--- src/rtl/vld_burst_gen_pkg.sv ---
// Shared types and defaults for the valid-burst generator.
package vld_burst_gen_pkg;
  localparam int DEF_DATA_WIDTH = 256;
  localparam int DEF_CNT_WIDTH  = 16;

  typedef enum logic [1:0] {
    ST_IDLE = 2'd0,
    ST_RUN  = 2'd1,
    ST_FIN  = 2'd2
  } state_e;
endpackage

--- src/rtl/vld_burst_gen_cnt2d_wrap.sv ---
// Row/column beat counter: column advances on en, wraps into the row count.
import vld_burst_gen_pkg::*;

module cnt2d_wrap #(
  parameter int CNT_WIDTH = DEF_CNT_WIDTH
) (
  input  logic                 clk,
  input  logic                 rst_n,
  input  logic                 en,
  input  logic                 clr,
  input  logic [CNT_WIDTH-1:0] rows,
  input  logic [CNT_WIDTH-1:0] cols,
  output logic [CNT_WIDTH-1:0] row,
  output logic [CNT_WIDTH-1:0] col,
  output logic                 col_wrap,
  output logic                 row_last
);
  assign col_wrap = (col == cols - CNT_WIDTH'(1));
  assign row_last = (row == rows - CNT_WIDTH'(1));

  always_ff @(posedge clk) begin
    if (!rst_n || clr) begin
      row <= '0;
      col <= '0;
    end else if (en) begin
      if (col_wrap) begin
        col <= '0;
        row <= row + CNT_WIDTH'(1);
      end else begin
        col <= col + CNT_WIDTH'(1);
      end
    end
  end
endmodule

--- src/rtl/vld_burst_gen.sv ---
// Issues rows*cols per-lane valid beats after a start, honouring stall backpressure.
import vld_burst_gen_pkg::*;

module vld_burst_gen #(
  parameter int DATA_WIDTH = DEF_DATA_WIDTH,
  parameter int CNT_WIDTH  = DEF_CNT_WIDTH
) (
  input  logic                  clk,
  input  logic                  rst_n,
  input  logic                  start,
  input  logic [CNT_WIDTH-1:0]  cfg_rows,
  input  logic [CNT_WIDTH-1:0]  cfg_cols,
  input  logic [DATA_WIDTH-1:0] cfg_lane_mask,
  input  logic                  stall,
  output logic [DATA_WIDTH-1:0] vld_out,
  output logic                  last_out,
  output logic [CNT_WIDTH-1:0]  row_idx,
  output logic [CNT_WIDTH-1:0]  col_idx,
  output logic                  busy,
  output logic                  done
);
  state_e                state;
  logic [CNT_WIDTH-1:0]  rows_q, cols_q;
  logic [DATA_WIDTH-1:0] mask_q;
  logic [CNT_WIDTH-1:0]  row, col;
  logic                  col_wrap, row_last, is_last;
  logic                  accept, issue;

  assign busy    = (state != ST_IDLE);
  assign accept  = (state == ST_IDLE) && start;
  assign issue   = (state == ST_RUN) && !stall;
  assign is_last = col_wrap && row_last;

  cnt2d_wrap #(.CNT_WIDTH(CNT_WIDTH)) u_cnt (
    .clk      (clk),
    .rst_n    (rst_n),
    .en       (issue),
    .clr      (accept),
    .rows     (rows_q),
    .cols     (cols_q),
    .row      (row),
    .col      (col),
    .col_wrap (col_wrap),
    .row_last (row_last)
  );

  always_ff @(posedge clk) begin
    if (!rst_n) begin
      state    <= ST_IDLE;
      rows_q   <= '0;
      cols_q   <= '0;
      mask_q   <= '0;
      vld_out  <= '0;
      last_out <= 1'b0;
      row_idx  <= '0;
      col_idx  <= '0;
      done     <= 1'b0;
    end else begin
      // Non-beat cycles always present an idle valid vector.
      vld_out  <= '0;
      last_out <= 1'b0;
      done     <= 1'b0;
      case (state)
        ST_IDLE: if (start) begin
          rows_q <= cfg_rows;
          cols_q <= cfg_cols;
          mask_q <= cfg_lane_mask;
          state  <= (cfg_rows != '0 && cfg_cols != '0) ? ST_RUN : ST_FIN;
        end
        ST_RUN: if (!stall) begin
          vld_out  <= mask_q;
          row_idx  <= row;
          col_idx  <= col;
          last_out <= is_last;
          if (is_last) state <= ST_FIN;
        end
        ST_FIN: begin
          done  <= 1'b1;
          state <= ST_IDLE;
        end
        default: state <= ST_IDLE;
      endcase
    end
  end
endmodule

--- config.mk ---
export PLATFORM = sky130hd
export DESIGN_NAME = vld_burst_gen
export DESIGN_NICKNAME = d
export VERILOG_FILES = /design/src/rtl/vld_burst_gen_pkg.sv /design/src/rtl/vld_burst_gen_cnt2d_wrap.sv /design/src/rtl/vld_burst_gen.sv
export SDC_FILE = /design/constraint.sdc
export NUM_CORES = 1
export LEC_CHECK = 0
export ABC_AREA = 1
export BUFFER_PORTS_ARGS = -buffer_cell sky130_fd_sc_hd__buf_2
export CORE_AREA = 4 4 228 230
export CTS_BUF_LIST = sky130_fd_sc_hd__clkbuf_16
export DETAILED_ROUTE_END_ITERATION = 12
export DIE_AREA = 0 0 232 234
export GPL_TIMING_DRIVEN = 0
export PLACE_DENSITY = 0.78
export SLEW_MARGIN = 25
export SYNTH_ARGS = -nofsm -noshare
export SYNTH_HDL_FRONTEND = slang
export SYNTH_SLANG_ARGS = --single-unit
export TNS_END_PERCENT = 5
--- constraint.sdc ---
create_clock -name clk -period 2.42 [get_ports clk]
set_input_delay 0.363 -clock clk [delete_from_list [all_inputs] [get_ports clk]]
set_output_delay 0.363 -clock clk [all_outputs]
set_load 0.05 [all_outputs]
==> results of run 1 <==
## report_power, final
| part | leakage (uW) | total [uW] | internal, uW | switching [uW] |
|---|---|---|---|---|
| sequential | 0.00500 | 11000 | 10700 | 242 |
| combinational | 0.00629 | 3270 | 1010 | 2260 |
| clock | 0.00101 | 9350 | 5260 | 4090 |
## registers in the layout (all words and copies together) (netlist names)
register	count
col_idx	16
cols_q	16
done	1
last_out	1
mask_q	256
row_idx	16
rows_q	16
state	2
u_cnt.col	16
u_cnt.row	16
vld_out	256
## worst register-to-register path, delay by kind of cell (launching register included)
| kind | cells | cell delay (ns) |
|---|---|---|
| AO/OA/AOI/OAI | 2 | 0.42 |
| buffers and inverters | 4 | 1.31 |
| flip-flops | 1 | 0.41 |
| AND/OR/NAND/NOR | 2 | 0.15 |
## cell usage in the layout (no fill, tap or decap), types with 10 or more instances in the layout
cell / n
clkbuf_1: 112
nor2_1: 364
clkinv_2: 14
dfxtp_1: 612
xor2_1: 28
dlygate4sd3_1: 80
clkinv_1: 11
a21oi_1: 312
nand2_2: 14
nor3_1: 16
nor2_2: 15
inv_1: 325
nand4_1: 10
o21ai_0: 322
xnor2_1: 16
buf_2: 592
clkbuf_16: 61
nand3_1: 44
nor4_1: 11
nand2_1: 159
nor2_4: 10
## per-stage QoR
stage	power (uW)	worst slack, ns	cells	setup TNS (ns)	hold WS (ns)
global route	24500	-0.0346	3898	-0.169	0.00238
detailed placement	14200	-0.957	3701	-193.49	0.423
floorplan	13200	0.492	2448	0	0.416
global placement	14100	-0.901	3701	-169.91	0.418
finish	23600	0.0751	3901	0	0.0255
CTS	23600	0.00365	3891	0	0.00000527
## final cells by class
cell class	count	area, um^2	area share, %
Timing Repair Buffer	662	3720	13.6
Multi-Input combinational cell	1369	6710	24.5
Tap cell	672	841	3.08
Clock buffer	61	1530	5.59
Buffer	140	576	2.11
Antenna cell	9	22.5	0.0824
Sequential cell	612	12300	44.8
Clock inverter	50	465	1.70
Inverter	326	1220	4.48
## worst paths after layout
kind	startpoint	endpoint	slack, ns	cells past startpoint
setup / recovery	state[0]	mask_q[164]	0.08	8
hold / removal	cfg_lane_mask[102]	mask_q[102]	0.03	3
setup reg to reg	state[0]	mask_q[164]	0.08	8
hold reg to reg	mask_q[13]	vld_out[13]	0.42	2
## layer usage
metal,wire (um),up-vias
met5,26,-
met4,3550,4
met3,6670,225
met2,33700,967
met1,27700,8955
li1,-,9225
## kinds of logic (layout without fill, tap and decap cells)
logic type	count (synthesis)	after routing
adders and majority gates	4	4
DFF	612	612
other	0	9
buffers and inverters	467	1239
xor gates and xnor gates	46	46
AOI/OAI and AO/OA	653	653
and+or+nand+nor	666	666
## timing repair
action / in CTS / in global routing
buffers inserted: 0 / 1
pin swaps: 0 / 3
gates resized for setup: 13 / 15
endpoints found under the setup margin: 462 / 47
hold buffers: 80 / 0
endpoints found under the hold margin: 80 / 0
==> flow_metrics.tcl, run 1 <==
set metrics [dict create \
    dieArea_um2 54300 \
    path_max_fanout 10 \
    fillers 4344 \
    synth-compound-area-share_pct 16.1 \
    grtUsageMet3_pct 6.50 \
    clockBufferDepth 3 \
    htree_levels 2 \
    fin_crit_sh_pct 96.9 \
    required_ns 2.95 \
    cts_inserted_buffers 61 \
    use_met2_pct 41.4 \
    leakagePower_uw 0.0123 \
    synth_mux_area_share_pct 0 \
    drc 0 \
    cts_tree "built" \
    design_area_um2 27300 \
    ys_seq_area_share_pct 59.2 \
    cp.arrival_ns 2.88 \
    dpl.hpwl_um 52500 \
    finalNetCount 3468 \
    async_reset_ff_share_pct 0 \
    yosysTopAreaCell "dfxtp_1" \
    synth_area_um2 20700 \
    drive_above_1_share_pct 23.8 \
    yosysWarningCount 0 \
    critPathLaunchType "flip-flop" \
    rows 82 \
    synth_common_cells "612 x dfxtp_1, 366 x nor2_1, 325 x o21ai_0, 316 x inv_1, 312 x a21oi_1" \
    cts.sink_count 612 \
    grt.overflow.total 0 \
    crit_buf_inv 4 \
    ys_seq_elements 612 \
    routed_wirelength_um 71700 \
    max_freq_ghz 0.426 \
    crit_top_cell "clkbuf_1" \
    vdd_ir_drop_max_v 0.000714 \
    die_h_um 234 \
    wl_per_cell_um 18.4 \
    cp_cell_sequence "nor2_1 -> inv_1 -> nor2_4 -> clkinv_2 -> clkbuf_1 -> clkbuf_1 -> o21ai_1 -> a21oi_1" \
    synth_edf_count 0 \
    critPathKind "reg2reg" \
    hold_path.class "in2reg" \
    cts_root_buf "clkbuf_16" \
    clkTransAtPathRegs_ns 0.06 \
    skew_ns 0.0462 \
    crit_family "buffers and inverters" \
    synthesis.nets 2744 \
    slew_headroom_pct 44.4 \
    track_usage_pct 24.7 \
    slowest_stage "clkbuf_1" \
    grt_max_degree 19 \
    grt_pass1_vias 18600 \
    finalHoldViolCount 0 \
    power_density_nw_per_um2 863 \
    core_area_um2 49900 \
    rsz0062_at_grt "yes" \
    fp.dieW_um 232 \
    worstSetupEndpointType "flip-flop" \
    dr.pass1.iters 5 \
    tightest_slew_ns 0.834 \
    portBuffers 581 \
    synthFlopType "dfxtp_1" \
    gp_congestion 0.950 \
    maxCapViolCount 0 \
    routed_via_density 4.97 \
    synth_top_area_share_pct 59.2 \
    grt_pass1_wl_um 105000 \
    ys_types 40 \
    start_util_pct 41.5 \
    avgSynthCellArea_um2 8.46 \
    placedInstanceArea_um2 24400 \
    synth_most_common_cell "dfxtp_1" \
    grt_util_met1_pct 29.7 \
    postSynthCellCount 2448 \
    gr-max-usage-layer "met2" \
    drtIter0Drc 1512 \
    final_antenna_net_count 0 \
    synthSimpleGateAreaFrac_pct 13.8 \
    antenna_found_initial 9 \
    vias 19400 \
    synth-adder-area-share_pct 0.242 \
    io_pins 583 \
    synth-xor-area-share_pct 2.08 \
    drv_slew 0 \
    layout_min_cycle_time_ns 2.34 \
    clk_latency_ns 0.64 \
    max_stage_delay_ns 0.62 \
    area_growth_pct 32.0 \
    synth_top_family_by_area "compound AO/OA/AOI/OAI gates" \
    setup-violations-final 0 \
    ys_top_cells_by_area "dfxtp_1 59%, o21ai_0 7.9%, a21oi_1 7.5%, nor2_1 6.6%, inv_1 5.7%" \
    final_util_pct 54.8 \
    outcome "finished clean" \
]
No activity file was read; power rests on OpenSTA's default activity.
==> run 2, diff against run 1 <==
Settings changed: CTS_CLUSTER_DIAMETER set to 150, SETUP_SLACK_MARGIN set to 0.15.
Clock period 2.42 ns to 2.5 ns, I/O delays scaled along.
==> run 2 against run 1 <==
Compared with the run above:
- global-route usage is 0.48 points lower
- sequential share of layout area is 0.60 points higher
- combinational power is 5% lower
- clock skew is 0.0015 ns lower
- fmax is 2.5% higher
- worst hold slack better by 0.00092 ns
- cell area is 1.3% lower
- non-clock buffer count is 40 lower
- count of clock-buffer cells in the layout stayed put
- die area stayed put
- highest routed layer unchanged
==> flow_metrics.tcl, run 2 (synthesis results as in run 1) <==
set metrics [dict create \
    grt_pass1_wl_um 102000 \
    sw_frac_of_total_pct 27.9 \
    power_frac_comb_pct 13.6 \
    cts.sink_count 612 \
    pwr-share-clk_pct 39.8 \
    track_usage_pct 24.2 \
    gr-max-usage-layer "met2" \
    reg2reg_slack_ns 0.21 \
    portBuffers 581 \
    skew_ns 0.0447 \
    start_util_pct 41.5 \
    r2r-start "cols_q[1]" \
    critPathKind "reg2reg" \
    final_util_pct 54.1 \
    area_growth_pct 30.3 \
    drc 0 \
    clk_latency_ns 0.64 \
    drv_slew 0 \
    outcome "finished clean" \
    wl_per_cell_um 18.3 \
    grt_util_met1_pct 29.4 \
    hold_ws_ns 0.0265 \
    maxCapViolCount 0 \
    p_sw_uw 6360 \
    use_met2_pct 40.7 \
    routed_via_density 4.97 \
    drive_above_1_share_pct 24.5 \
    critPathLaunchType "flip-flop" \
    hold_path.class "in2reg" \
    p_int_uw 16400 \
    gp_congestion 0.950 \
    ff_latch_area_um2 12300 \
    postCtsSetupBuffers 0 \
    required_ns 3.02 \
    die_h_um 234 \
    vdd_ir_drop_max_v 0.000672 \
    rows 82 \
    vias 19200 \
    setup_tns_ns 0 \
    grtUsageMet3_pct 6.33 \
    finalNonFillerCells 3865 \
    final_antenna_net_count 0 \
    grt.overflow.total 0 \
    fillers 4435 \
    tightest_slew_ns 0.821 \
    finalHoldViolCount 0 \
    cts_tree "built" \
    cp.arrival_ns 2.81 \
    clockBufferDepth 3 \
    rsz0062_at_grt "yes" \
    dieArea_um2 54300 \
    cts_inserted_buffers 61 \
    routed_wirelength_um 70600 \
    cp-startpoint "cols_q[1]" \
    grt_pass1_vias 18100 \
    core_area_um2 49900 \
    top_regs "mask_q x256, vld_out x256" \
    dp_cells 3701 \
    leakagePower_uw 0.0122 \
    worstSetupEndpointType "flip-flop" \
    dpl.hpwl_um 52500 \
    multi_input_area_um2 6730 \
    antenna_found_initial 11 \
    htree_levels 2 \
    fp.dieW_um 232 \
    layout_common_cells "611 x dfxtp_1, 592 x buf_2, 361 x nor2_1" \
    grt_max_degree 19 \
    hp-start "cfg_lane_mask[9]" \
    drtIter0Drc 1408 \
    dr.pass1.iters 5 \
    finalNetCount 3428 \
    max_freq_ghz 0.437 \
    cts_root_buf "clkbuf_16" \
    slew_headroom_pct 45.3 \
    path_max_fanout 10 \
    fin_crit_sh_pct 91.5 \
    layout_min_cycle_time_ns 2.29 \
    io_pins 583 \
    final_common_cell "dfxtp_1" \
    pwr-share-seq_pct 46.6 \
    clkTransAtPathRegs_ns 0.07 \
    power_density_nw_per_um2 844 \
    setup-violations-final 0 \
]
## run 2: changes by cell type in the layout (fill, tap and decap cells not counted), sizes merged
cell         previous run  this run
clkbuf                181       182
diode                   9        13
dlygate4sd3            80        40
buf                   602       601
## run 2: stage by stage
stage / setup WS [ns] / total power [uW] / instance area (um^2)
global route: 0.0435 / 23600 / 27000
floorplan: 0.572 / 12800 / 20700
CTS: 0.0644 / 22800 / 26900
global placement: -0.833 / 13700 / 24400
detailed placement: -0.889 / 13800 / 24400
finish: 0.213 / 22800 / 27000
## run 2: worst max-delay path, cell delays in order (launching register included)
cell,delay [ns]
dfxtp_1,0.32
inv_1,0.09
ha_2,0.22
nand3_2,0.15
nor2_4,0.18
nand2_1,0.08
nand3_1,0.12
nand2_1,0.07
nor2_1,0.08
nand2_1,0.08
nor2_4,0.18
nand2_4,0.11
nor2_8,0.17
buf_12,0.17
nand2_2,0.06
a21oi_2,0.10
## run 2: area by class of cell
type / count / area share, %
repair buffers: 621 / 12.3
inverters: 326 / 4.54
multi-input cells: 1369 / 24.9
clock buffers: 61 / 5.66
diodes: 13 / 0.121
plain buffers: 141 / 2.19
clock inverters: 50 / 1.73
flip-flops and latches: 612 / 45.4
well taps: 672 / 3.12
## run 2: path summary, 6_finish.rpt
path                            depth (start not counted)       endpoint
worst min-delay path                                    3      mask_q[9]
worst max-delay path                                   15  u_cnt.row[13]
worst min register to register                          2    vld_out[13]
worst max register to register                         15  u_cnt.row[13]
## run 2: layer usage
metal	up-vias	part of all wire (%)
met5	-	0.016
met4	2	4.3
met3	200	9.2
met2	915	48
met1	8933	39
li1	9164	-
## run 2: power by group through the flow
stage / clock, uW / combinational [uW] / sequential [uW]
after floorplan: 0 / 1620 / 11100
after global placement: 0 / 2910 / 10800
after detailed placement: 0 / 2960 / 10800
after CTS: 9160 / 3050 / 10600
after global routing: 9560 / 3430 / 10700
final: 9050 / 3110 / 10600
## run 2: what timing repair did
| item | in CTS | in global routing |
|---|---|---|
| pin swaps | 0 | 3 |
| hold buffers | 40 | 0 |
| setup endpoints to repair | 510 | 145 |
| hold endpoints to repair | 40 | 0 |
| gates resized for setup | 17 | 30 |
==> run 3, diff against run 2 <==
Settings changed: PLACE_DENSITY 0.78 to 0.8, SYNTH_HIERARCHICAL set to 1.
==> run 3 against run 2 <==
Compared with the run above:
- utilization increased by 2.4 points
- cell area increased by 4.4%
- count of clock-buffer cells in the layout decreased by 1
- via count decreased by 1.5%
- critical path type unchanged
- critical endpoint is now state[0]
- highest routed layer unchanged
==> flow_metrics.tcl, run 3 <==
set metrics [dict create \
    outcome "finished clean" \
    cts_tree "built" \
    antenna_found_initial 11 \
    start_util_pct 44.0 \
    synth_common_cells "612 x dfxtp_1, 341 x inv_1, 311 x a21oi_1, 305 x o21ai_0, 225 x nand2_1" \
    hp-start "cfg_cols[2]" \
    final_common_cell "buf_2" \
    leakagePower_uw 0.0126 \
    wl_per_cell_um 16.1 \
    cp_cell_sequence "inv_2 -> ha_4 -> nand3_4 -> nor2_4 -> buf_6 -> nand2_4 -> nand2_2 -> nand2_1 -> nand2_1 -> nand3_2 -> nor2_2 -> nand3_1 -> nor2_1 -> nand3_1 -> nor2_1 -> inv_1 -> o31ai_2 -> a21oi_1" \
    core_area_um2 49900 \
    vdd_ir_drop_max_v 0.000662 \
    path_max_fanout 5 \
    layout_min_cycle_time_ns 2.34 \
    die_h_um 234 \
    dpl.hpwl_um 47000 \
    power_uw 21700 \
    rows 82 \
    top_regs "mask_q x256, vld_out x256" \
    dieArea_um2 54300 \
    power_density_nw_per_um2 770 \
    cp.arrival_ns 2.83 \
    ys_top_cells_by_area "dfxtp_1 56%, a21oi_1 7.1%, o21ai_0 7.0%, inv_1 5.8%, nor2_2 5.3%" \
    synth_area_um2 21900 \
    setup_tns_ns 0 \
    ys_seq_area_share_pct 55.9 \
    synthesis.nets 2829 \
    cts_root_buf "clkbuf_16" \
    r2r-start "rows_q[0]" \
    max_stage_delay_ns 0.35 \
    required_ns 2.99 \
    avgSynthCellArea_um2 8.65 \
    crit_family "simple AND/OR/NAND/NOR gates" \
    grt_max_degree 17 \
    reg2reg_slack_ns 0.16 \
    clkTransAtPathRegs_ns 0.06 \
    skew_ns 0.0276 \
    worstSetupEndpointType "flip-flop" \
    yosysWarningCount 6 \
    htree_levels 2 \
    grt.overflow.total 0 \
    finalHoldViolCount 0 \
    final_antenna_net_count 0 \
    routed_via_density 4.79 \
    synth_top_area_share_pct 55.9 \
    crit_buf_inv 3 \
    cts.sink_count 612 \
    grt_pass1_vias 18200 \
    slowest_stage "dfxtp_4" \
    tightest_slew_ns 0.538 \
    r2r_cells 18 \
    clockBufferDepth 3 \
    rsz0062_at_grt "yes" \
    drtIter0Drc 1087 \
    cts_inserted_buffers 60 \
    async_reset_ff_share_pct 0 \
    synth_edf_count 0 \
    track_usage_pct 22.2 \
    io_pins 583 \
    vias 18900 \
    layout_common_cells "621 x buf_2, 607 x dfxtp_1, 348 x inv_1" \
    finalNetCount 3518 \
    final_util_pct 56.5 \
    worstHoldEndpoint "cols_q[2]" \
    portBuffers 582 \
    setup-violations-final 0 \
    area_growth_pct 28.4 \
    synth_most_common_cell "dfxtp_1" \
    grt_pass1_wl_um 96500 \
    max_freq_ghz 0.427 \
    rr_endpoint "state[0]" \
    critPathLaunchType "flip-flop" \
    clk_latency_ns 0.63 \
    slew_headroom_pct 64.1 \
    fin_crit_sh_pct 93.7 \
    ys_types 38 \
    postSynthCellCount 2533 \
    critPathKind "reg2reg" \
    hold_path.class "in2reg" \
    hold_ws_ns 0.0345 \
    synthFlopType "dfxtp_1" \
    ys_seq_elements 612 \
    drive_above_1_share_pct 31.9 \
    drc 0 \
    gp_congestion 0.921 \
    dr.pass1.iters 7 \
    fp.dieW_um 232 \
    routed_wirelength_um 63500 \
    min_path_cells 3 \
    yosysTopAreaCell "dfxtp_1" \
    maxCapViolCount 0 \
    drv_slew 0 \
]
run 3: cell types whose count changed in the layout (fill, tap and decap cells not counted), sizes merged, moves of 21 or more:
cell and delta:
nor2 +26, clkbuf -70, inv +27, o21ai -21
buf +78, nand2 +64, nand3 +31
run 3: how the worst max path moves through the flow:
stage                          from             to  slack, ns  depth (start not counted)
after floorplan           rows_q[0]       state[0]       0.29                         17
after global placement    cols_q[0]       state[0]      -0.10                         17
after detailed placement  rows_q[0]       state[0]      -0.13                         17
after CTS                  state[0]  u_cnt/col[15]       0.06                         14
after global routing      rows_q[0]       state[1]      -0.03                         18
final                     rows_q[0]       state[0]       0.16                         18
run 3: cells by family after synthesis:
kind of cell,Yosys count,synth area share (%)
XOR/XNOR,37,1.54
AO/OA/AOI/OAI,619,14.2
AND/OR/NAND/NOR,771,17.7
buffers and inverters,490,10.4
flip-flops,612,55.9
adder cells (fa/ha/maj),4,0.228
run 3: timing repair:
action | 4_1_cts | 5_1_grt
buffers inserted | 0 | 7
gates resized for setup | 12 | 42
pin swaps | 2 | 20
hold buffers | 38 | 0
setup endpoints to repair | 8 | 12
endpoints found under the hold margin | 38 | 0
run 3: routing by layer:
layer  global-route usage, %  vias up  wire length [um]
met5                       0        -                55
met4                    8.61        8              2320
met3                    5.52      148              5000
met2                    38.3      675             30700
met1                    26.8     8733             25500
li1                        -     9362                 -
run 3: area by class of cell:
cell class	count	area [um^2]
timing repair buffer	627	3350
sequential	612	12300
antenna	7	17.5
multi-input combinational	1431	7510
fill	4397	21700
inverter	348	1310
tap	672	841
clock buffer	60	1500
buffer	142	987
clock inverter	53	363
run 3: power by group:
group / total (uW) / internal [uW] / switching [uW]
Sequential: 10400 / 10300 / 191
Clock: 8560 / 4700 / 3860
Combinational: 2670 / 930 / 1740
run 3: worst min-delay path, stage by stage:
cell     delay [ns]
buf_2          0.08
o21ai_0        0.07
nor2_1         0.08
run 3: metrics by stage:
| step | instances | area (um^2) | worst slack [ns] |
|---|---|---|---|
| 6_report | 3952 | 28200 | 0.158 |
| 3_5_place_dp | 3787 | 25700 | -0.126 |
| 4_1_cts | 3938 | 28000 | 0.0642 |
| 3_3_place_gp | 3787 | 25700 | -0.105 |
| 5_1_grt | 3950 | 28200 | -0.0344 |
| 2_1_floorplan | 2533 | 21900 | 0.293 |
